$ cat src/rtl/pipe_stage_buf.sv
// Pipeline-stage register with a valid/ready handshake, a two-entry skid buffer,
// flush and bubble handling. Optional stall counter: define PIPE_STAGE_STATS_EN.
module pipe_stage_buf #(
  parameter int DATA_W              = 69,
  parameter int CTRL_W              = 4,
  parameter int ZERO_DATA_ON_BUBBLE = 1,
  parameter int STALL_CNT_W         = 16
) (
  input  logic              clk_i,
  input  logic              rst_i,
  input  logic              flush_i,
  input  logic              in_valid_i,
  output logic              in_ready_o,
  input  logic [DATA_W-1:0] in_data_i,
  input  logic [CTRL_W-1:0] in_ctrl_i,
  output logic              out_valid_o,
  input  logic              out_ready_i,
  output logic [DATA_W-1:0] out_data_o,
  output logic [CTRL_W-1:0] out_ctrl_o
`ifdef PIPE_STAGE_STATS_EN
  ,
  output logic [STALL_CNT_W-1:0] stall_cnt_o
`endif
);

  typedef enum logic [1:0] {
    EMPTY = 2'd0,
    FULL  = 2'd1,
    SKID  = 2'd2
  } state_t;

  state_t state_q, state_d;

  // _p0 is the main (output-facing) entry, _p1 the younger skid entry.
  logic [DATA_W-1:0] main_data_p0, skid_data_p1;
  logic [CTRL_W-1:0] main_ctrl_p0, skid_ctrl_p1;

  logic in_fire, out_fire;
  logic load_main_in, load_main_skid, load_skid;

  assign in_ready_o  = (state_q != SKID) && !rst_i;
  assign out_valid_o = (state_q != EMPTY);
  assign in_fire     = in_valid_i && in_ready_o;
  assign out_fire    = out_valid_o && out_ready_i;

  always_comb begin
    state_d        = state_q;
    load_main_in   = 1'b0;
    load_main_skid = 1'b0;
    load_skid      = 1'b0;
    case (state_q)
      EMPTY: begin
        if (in_fire) begin
          state_d      = FULL;
          load_main_in = 1'b1;
        end
      end
      FULL: begin
        if (in_fire && out_fire) begin
          load_main_in = 1'b1;
        end else if (out_fire) begin
          state_d = EMPTY;
        end else if (in_fire) begin
          state_d   = SKID;
          load_skid = 1'b1;
        end
      end
      SKID: begin
        if (out_fire) begin
          state_d        = FULL;
          load_main_skid = 1'b1;
        end
      end
      default: state_d = EMPTY;
    endcase
    // Flush wins over every transition; anything handshaken this cycle is dropped.
    if (flush_i) begin
      state_d        = EMPTY;
      load_main_in   = 1'b0;
      load_main_skid = 1'b0;
      load_skid      = 1'b0;
    end
  end

  // Stage boundary: main and skid registers
  always_ff @(posedge clk_i) begin
    if (rst_i) begin
      state_q      <= EMPTY;
      main_data_p0 <= '0;
      main_ctrl_p0 <= '0;
      skid_data_p1 <= '0;
      skid_ctrl_p1 <= '0;
    end else begin
      state_q <= state_d;
      if (flush_i) begin
        main_ctrl_p0 <= '0;
        skid_ctrl_p1 <= '0;
      end else begin
        if (load_main_in) begin
          main_data_p0 <= in_data_i;
          main_ctrl_p0 <= in_ctrl_i;
        end else if (load_main_skid) begin
          main_data_p0 <= skid_data_p1;
          main_ctrl_p0 <= skid_ctrl_p1;
        end
        if (load_skid) begin
          skid_data_p1 <= in_data_i;
          skid_ctrl_p1 <= in_ctrl_i;
        end
      end
    end
  end

  // Control is forced to zero on a bubble so downstream enables cannot fire.
  assign out_ctrl_o = out_valid_o ? main_ctrl_p0 : '0;
  assign out_data_o = ((ZERO_DATA_ON_BUBBLE != 0) && !out_valid_o) ? '0 : main_data_p0;

`ifdef PIPE_STAGE_STATS_EN
  function automatic logic [STALL_CNT_W-1:0] sat_inc(input logic [STALL_CNT_W-1:0] v);
    return (v == '1) ? v : v + 1'b1;
  endfunction

  logic [STALL_CNT_W-1:0] stall_cnt_q;

  // Counts output stall cycles; only reset clears it, flush leaves it alone.
  always_ff @(posedge clk_i) begin
    if (rst_i) begin
      stall_cnt_q <= '0;
    end else if (out_valid_o && !out_ready_i) begin
      stall_cnt_q <= sat_inc(stall_cnt_q);
    end
  end

  assign stall_cnt_o = stall_cnt_q;
`endif

endmodule

$ cat config.mk
export PLATFORM = sky130hd
export DESIGN_NAME = pipe_stage_buf
export DESIGN_NICKNAME = d
export VERILOG_FILES = /design/src/rtl/pipe_stage_buf.sv
export SDC_FILE = /design/constraint.sdc
export NUM_CORES = 1
export LEC_CHECK = 0
export CAP_MARGIN = 20
export CELL_PAD_IN_SITES_DETAIL_PLACEMENT = 1
export CELL_PAD_IN_SITES_GLOBAL_PLACEMENT = 2
export CORE_MARGIN = 3
export CORE_UTILIZATION = 33
export CTS_BUF_LIST = sky130_fd_sc_hd__clkbuf_8
export DETAILED_ROUTE_END_ITERATION = 10
export PLACE_DENSITY_LB_ADDON = 0.1
export REMOVE_ABC_BUFFERS = 1
export SYNTH_ARGS = -nofsm -noshare
export SYNTH_HDL_FRONTEND = slang
export SYNTH_SLANG_ARGS = --single-unit
$ cat constraint.sdc
create_clock -name clk_i -period 2.4 [get_ports clk_i]
set_input_delay 0.36 -clock clk_i [delete_from_list [all_inputs] [get_ports clk_i]]
set_output_delay 0.36 -clock clk_i [all_outputs]
set_load 0.05 [all_outputs]
Yosys cells after proc, flatten, opt, wreduce, memory -nomap -nowiden
Index checks and enable logic that the tools add are counted.
{"block": "op_classes", "n_eq_ne": 7, "muxes": 23, "bitwise": 1, "n_reduce_logical": 12}
{"cell": "$mux W69", "n": 3}
{"cell": "$mux W4", "n": 3}
{"cell": "$mux W1", "n": 10}
{"cell": "$mux W2", "n": 5}
{"cell": "$ne A2 B2 Y1 const B", "n": 4}
{"cell": "$pmux W2 S3", "n": 1}
{"cell": "$logic_and A1 B1 Y1", "n": 4}
{"cell": "$reduce_and A2 Y1", "n": 2}
{"cell": "$reduce_and A4 Y1", "n": 1}
{"cell": "$reduce_bool A2 Y1", "n": 2}
{"cell": "$ne A3 B3 Y1 const B", "n": 1}
{"cell": "$eq A2 B1 Y1 const B", "n": 1}
{"cell": "$eq A2 B2 Y1 const B", "n": 1}
{"cell": "$logic_not A2 Y1", "n": 1}
{"cell": "$pmux W1 S2", "n": 1}
{"cell": "$reduce_or A2 Y1", "n": 1}
{"cell": "$logic_not A1 Y1", "n": 1}
{"cell": "$not A1 Y1", "n": 1}
{"block": "totals", "reg_bits": 148, "inputBits": 78, "output_inout_bits": 75, "wordCells": 48}

Depth between registers and ports, before layout
Gate-level depths: netlist (run 1).
{"block": "depth", "word_depth": 9, "ltp_mapped": 7, "ltp_nobuf": 3}

Worst setup path before layout (run 1)
No wires, ideal clock.
{"block": "synth_path", "path_type": "reg2out", "startpoint": "register state_q[1]", "endpoint": "output port out_data_o[59]", "t_arrival_ns": 1.708, "slack_ns": 0.332, "path_stages_with_launch": 5, "path_buffers": 2, "cell_sequence": "dfxtp_1 buf_2 or2_2 clkbuf_1 and2_1"}
{"block": "synth_between", "elab_chain_cells": 2}
{"item": "start: declaration", "line": "32", "source": "state_t state_q, state_d;"}
{"item": "start signal: assignment", "line": "94", "source": "state_q <= state_d;"}
{"item": "$reduce_bool A2 Y1", "line": "42", "source": "assign out_valid_o = (state_q != EMPTY);"}
{"item": "named net out_valid_o", "line": "16", "source": "output logic out_valid_o,"}
{"item": "$mux W69", "line": "116", "source": "assign out_data_o = ((ZERO_DATA_ON_BUBBLE != 0) && !out_valid_o) ? '0 : main_data_p0;"}
{"item": "end: declaration", "line": "18", "source": "output logic [DATA_W-1:0] out_data_o,"}
The timed path passes the listed nets, and every way through them passes these cells.

Worst setup path in the final report (run 1)
{"block": "layout_path", "startpoint": "register state_q[1]", "endpoint": "output port out_data_o[37]"}
{"block": "layout_between", "elab_chain_cells": 2}
{"item": "$reduce_bool A2 Y1", "line": "42"}
{"item": "$mux W69", "line": "116"}
No other way between the ends.

==> results.cfg, run 1 <==
[clock_network]
cts_buffers = 17
clock_latency_ns = 0.44
clock_sinks = 148
cts_buffer_depth = 2
cts_tree = done
cts_setup_buffers = 0
ctsHoldBuffers = 0
cts_root_buf = clkbuf_8
path_clk_slew_ns = 0.09
htree_levels = 4

[sta]
finalHoldViolations = 0
tns_ns = 0
grt_setup_unrepaired = no
min_period_over_period = 0.910
whs_ns = 0.392
tightest_slew_ns = 0.553
final_max_slew_viol_count = 0
finalCriticalPeriod_ns = 2.18
slew_headroom = 0.631
skew_ns = 0.0141
fmax_mhz = 458
setup_viol = 0

[place]
io_buffers = 152
dp_hpwl_mm = 15.0
gp_congestion = 0.784
dp_cells = 1204

[die]
dieArea_mm2 = 0.0232
die_height_um = 152
start_util = 0.342
fp.dieW_um = 152
coreArea_mm2 = 0.0206
row_count = 52
io_pins = 153

[global_route]
grt_pass1_wl_mm = 39.0
antenna_found_initial = 1
grt_max_degree = 87
track_usage = 0.203
overflow = 0
grt_pass1_vias = 7272

[critical_path]
crit_slowest_cell = dfxtp_2
worstPathArrival_ns = 1.82
slowest_delay_ns = 0.41
setup.worst_path.end_class = output pin
cp_top_family = simple AND/OR/NAND/NOR gates
crit_top_cell = buf_12
cp_max_fo = 51
rr_startpoint = state_q[1]
path_cells = or2_2 -> buf_12 -> and2_1 -> buf_12
crit_start = state_q[1]
worst-path-buf-inv = 2
critPathKind = reg -> out
startpoint_type = register
required_ns = 2.04

[route]
antenna_left = 0
drtIter0Drc = 311
drc = 0
drtPass1Iterations = 6
vias = 6761
wl_per_cell_um = 19.3
via_per_inst = 5.47
wirelength_mm = 23.9

[logic_synthesis]
synth_area_per_cell_um2 = 8.30
ys_warn_count = 0
yosysUniqueCellTypes = 29
synthCells = 850
synthesis.area_mm2 = 0.00705
synth_top_cell_area_share = 0.420
ys_top_cells_by_area = dfxtp_1 (42%), nor3_2 (9.9%), a311oi_1 (9.1%), nand2_1 (7.8%), and2_1 (6.5%)
ys_ff_latch = 148
yosysTopAreaCell = dfxtp_1
synth_seq_area_share = 0.420

[pwr]
power_density_mw_per_mm2 = 544
ir_worst_vdd_uv = 357
power.total_w = 0.00549
p_leak_nw = 3.36

[outcome]
status = completed

[layout]
syn2layout_area_growth_pct = 42.9
finalNonFillerCells = 1235
drive_above_1_share = 0.224
nets = 1031

[min_path]
min-delay-start = rst_i
hold_path_class = in -> reg

[job]
cap_violations = 0
state kept, by name, summed over array words and instances (netlist names):
register	flops
skid_data_p1	69
state_q	2
main_data_p0	69
main_ctrl_p0	4
skid_ctrl_p1	4
worst reg2reg max path, delay by kind of cell (launching register included):
family	cells	cell delay (ns)
compound gates	2	0.45
buf+inv	1	0.23
flops	1	0.41
simple gates	1	0.60
routing by layer:
layer	part of all wire	wire, um	track usage	up-vias
li1	-	-	-	3207
met1	0.44	10600	0.260	3410
met2	0.51	12200	0.353	132
met3	0.036	860	0.0409	12
met4	0.0078	187	0.0458	0
met5	0	0	0	-
cell usage in the layout (no fill, tap or decap), types with 5 or more instances in the layout:
| cell type | Yosys | routed |
|---|---|---|
| a21oi_1 | 76 | 76 |
| a311oi_1 | 73 | 73 |
| and2_1 | 73 | 73 |
| buf_12 | 0 | 87 |
| buf_4 | 1 | 15 |
| bufinv_16 | 0 | 5 |
| clkbuf_8 | 0 | 20 |
| clkdlybuf4s50_1 | 0 | 76 |
| dfxtp_1 | 148 | 146 |
| nand2_1 | 147 | 147 |
| nand3_1 | 73 | 73 |
| nor3_2 | 70 | 70 |
| o21ai_0 | 63 | 63 |
| o21ai_1 | 10 | 10 |
layout make-up:
class,count,area (um^2)
fillers,2308,10500
multi-input cells,605,3670
flip-flops and latches,148,2970
repair buffers,180,2650
well taps,270,338
clock buffers,20,275
clock inverters,9,178
diodes,2,5.00
inverters,1,3.75
cells by family (layout without fill, tap and decap cells):
kind of cell / Yosys count / in the layout / synth area share
AO/OA/AOI/OAI: 223 / 223 / 0.198
buffers and inverters: 97 / 210 / 0.0667
multiplexers: 1 / 1 / 0.00142
flip-flops: 148 / 148 / 0.420
other: 0 / 2 / 0
AND/OR/NAND/NOR: 381 / 381 / 0.314
timing repair:
item | CTS | global route
resized for setup | 2 | 1
endpoints found under the setup margin | 3 | 2
endpoints found under the hold margin | 0 | 0
final timing paths:
| check | depth (start not counted) | endpoint | slack [ns] |
|---|---|---|---|
| max | 4 | out_data_o[37] | 0.22 |
| max reg2reg | 4 | skid_data_p1[28] | 0.57 |
| min reg2reg | 2 | main_data_p0[6] | 0.48 |
| min | 3 | skid_ctrl_p1[2] | 0.39 |
metrics by stage:
stage	setup WS [ns]	area, um^2	util
2_1_floorplan	-5.34	6590	-
4_1_cts	0.118	10100	0.489
5_1_grt	0.0846	10100	0.489
3_5_place_dp	0.121	9620	0.467
3_3_place_gp	0.128	9600	0.465
6_report	0.215	10100	0.489
cell usage after synthesis:
master / n
nand2_2: 1
nand2_1: 147
a311oi_1: 73
o21ai_1: 10
buf_1: 4
buf_2: 28
nor3b_1: 2
clkbuf_1: 54
o21ai_0: 63
nor3_1: 3
nand4bb_1: 1
or4b_1: 1
o21ba_2: 1
nor3_2: 70
nor4b_4: 1
mux2i_1: 1
or2_2: 2
nor4bb_1: 1
nor2b_1: 1
and2_1: 73
dfxtp_1: 148
nand3_1: 73
inv_1: 1
buf_4: 1
or3b_2: 2
nor2_1: 2
nand2b_1: 1
a21oi_1: 76
buf_6: 9
where the power goes:
group          leakage, nW  internal [W]  switching (W)
logic                 1.94      0.000293       0.000381
clock network        0.219       0.00130       0.000952
registers             1.20       0.00252      0.0000339
total                 3.36       0.00412        0.00137
Note: power is estimated with default switching activity, not from simulation.
==> run 2: changes to the inputs <==
--- a/config.mk
+++ b/config.mk
@@ -8,7 +8,7 @@
 export CAP_MARGIN = 20
 export CELL_PAD_IN_SITES_DETAIL_PLACEMENT = 1
 export CELL_PAD_IN_SITES_GLOBAL_PLACEMENT = 2
-export CORE_MARGIN = 3
+export CORE_MARGIN = 8
 export CORE_UTILIZATION = 33
 export CTS_BUF_LIST = sky130_fd_sc_hd__clkbuf_8
 export DETAILED_ROUTE_END_ITERATION = 10
==> results.cfg, run 2 (same netlist as run 1, synthesis figures left out) <==
[route]
drc = 0
vias = 6838
antenna_left = 0
drtIter0Drc = 367
drtPass1Iterations = 4
via_per_inst = 5.53
wirelength_mm = 25.1
wl_per_cell_um = 20.3

[die]
fp.dieW_um = 162
start_util = 0.336
coreArea_mm2 = 0.0210
die_height_um = 162
dieArea_mm2 = 0.0263
io_pins = 153
row_count = 53

[sta]
tightest_slew_ns = 0.683
slew_headroom = 0.545
layout_setup_ws_ns = 0.150
fmax_mhz = 444
skew_ns = 0.0175
grt_setup_unrepaired = no
whs_ns = 0.395
finalHoldViolations = 0
setup_viol = 0
min_period_over_period = 0.937
finalCriticalPeriod_ns = 2.25
final_max_slew_viol_count = 0

[place]
placed_area_mm2 = 0.00959
gp_congestion = 0.733
dp_hpwl_mm = 16.0
io_buffers = 152
place_ws_ns = 0.0821

[clock_network]
clock_latency_ns = 0.45
cts_buffer_depth = 2
cts_resized = 1
cts_tree = done
cts_buffers = 17
clock_sinks = 148
path_clk_slew_ns = 0.09
cts_root_buf = clkbuf_8
ctsHoldBuffers = 0
cts_setup_buffers = 0
htree_levels = 4

[critical_path]
r2r_slack_ns = 0.56
r2r_end = skid_data_p1[32]
critPathKind = reg -> out
crit_start = state_q[1]
required_ns = 2.04
worstPathArrival_ns = 1.89
startpoint_type = register
r2r_cells = 4
setup.worst_path.end_class = output pin
cp_max_fo = 40
crit_end = out_data_o[40]
rr_startpoint = state_q[1]

[layout]
drive_above_1_share = 0.221
stdcell_area_mm2 = 0.0100
final-seq-area_mm2 = 0.00296
top_regs = main_data_p0 (69), skid_data_p1 (69)
nets = 1027
final_cell_mix = nand2_1 (147), dfxtp_1 (147), buf_12 (88)
nFillCells = 2366
diodes = 0
syn2layout_area_growth_pct = 42.1
multi_input_area_mm2 = 0.00367

[job]
cap_violations = 0

[pwr]
combinationalPowerShare = 0.127
switching_share = 0.268
p_leak_nw = 3.33
power_frac_clock = 0.392
ir_worst_vdd_uv = 401
intPower_w = 0.00389
p_seq_frac = 0.480
power_density_mw_per_mm2 = 531
power_switching_w = 0.00143

[min_path]
hold_path_class = in -> reg

[global_route]
grt_max_degree = 139
antenna_found_initial = 0
grt_pass1_wl_mm = 40.1
overflow = 0
grt_pass1_vias = 7598
track_usage = 0.189

[outcome]
status = completed
## run 2: stage by stage
stage | setup TNS [ns] | util | power, W | std cells
after floorplan | -771.65 | - | 0.00287 | 754
after global placement | 0 | 0.456 | 0.00327 | 1205
after detailed placement | 0 | 0.456 | 0.00329 | 1205
after CTS | 0 | 0.476 | 0.00538 | 1237
after global routing | 0 | 0.477 | 0.00553 | 1237
final | 0 | 0.477 | 0.00532 | 1237
## run 2: cell type report
type / count / share of cell area
clock buffers: 19 / 0.0261
clock inverters: 13 / 0.0157
inverters: 1 / 0.000375
multi-input cells: 605 / 0.366
flip-flops and latches: 148 / 0.296
well taps: 275 / 0.0343
repair buffers: 176 / 0.261
## run 2: metal layers
layer,global-route usage,vias to the layer above,share of wire
met5,0,-,0
met3,0.0458,21,0.045
li1,-,3203,-
met1,0.218,3475,0.43
met4,0.0560,0,0.011
met2,0.337,139,0.52
## run 2: worst min-delay path by stage
stage                           startpoint                to  slack (ns)  cells after the start
after CTS                            rst_i   skid_ctrl_p1[3]        0.37                      4
after floorplan                      rst_i   skid_data_p1[0]        0.43                      1
after detailed placement  main_data_p0[49]  main_data_p0[49]        0.47                      2
after global placement    skid_data_p1[25]  skid_data_p1[25]        0.46                      2
final                                rst_i   skid_ctrl_p1[3]        0.40                      4
after global routing                 rst_i   skid_ctrl_p1[3]        0.39                      4
## run 2: power groups by stage
stage | clock network (W) | registers, W | logic [W]
detailed placement | 0 | 0.00261 | 0.000680
global route | 0.00225 | 0.00256 | 0.000722
floorplan | 0 | 0.00260 | 0.000270
global placement | 0 | 0.00261 | 0.000662
finish | 0.00209 | 0.00255 | 0.000678
CTS | 0.00214 | 0.00255 | 0.000683
## run 2: critical path: stages, from the launching register on
cell,delay [ns]
dfxtp_2,0.49
or2_2,0.20
buf_6,0.29
and2_1,0.27
buf_12,0.16
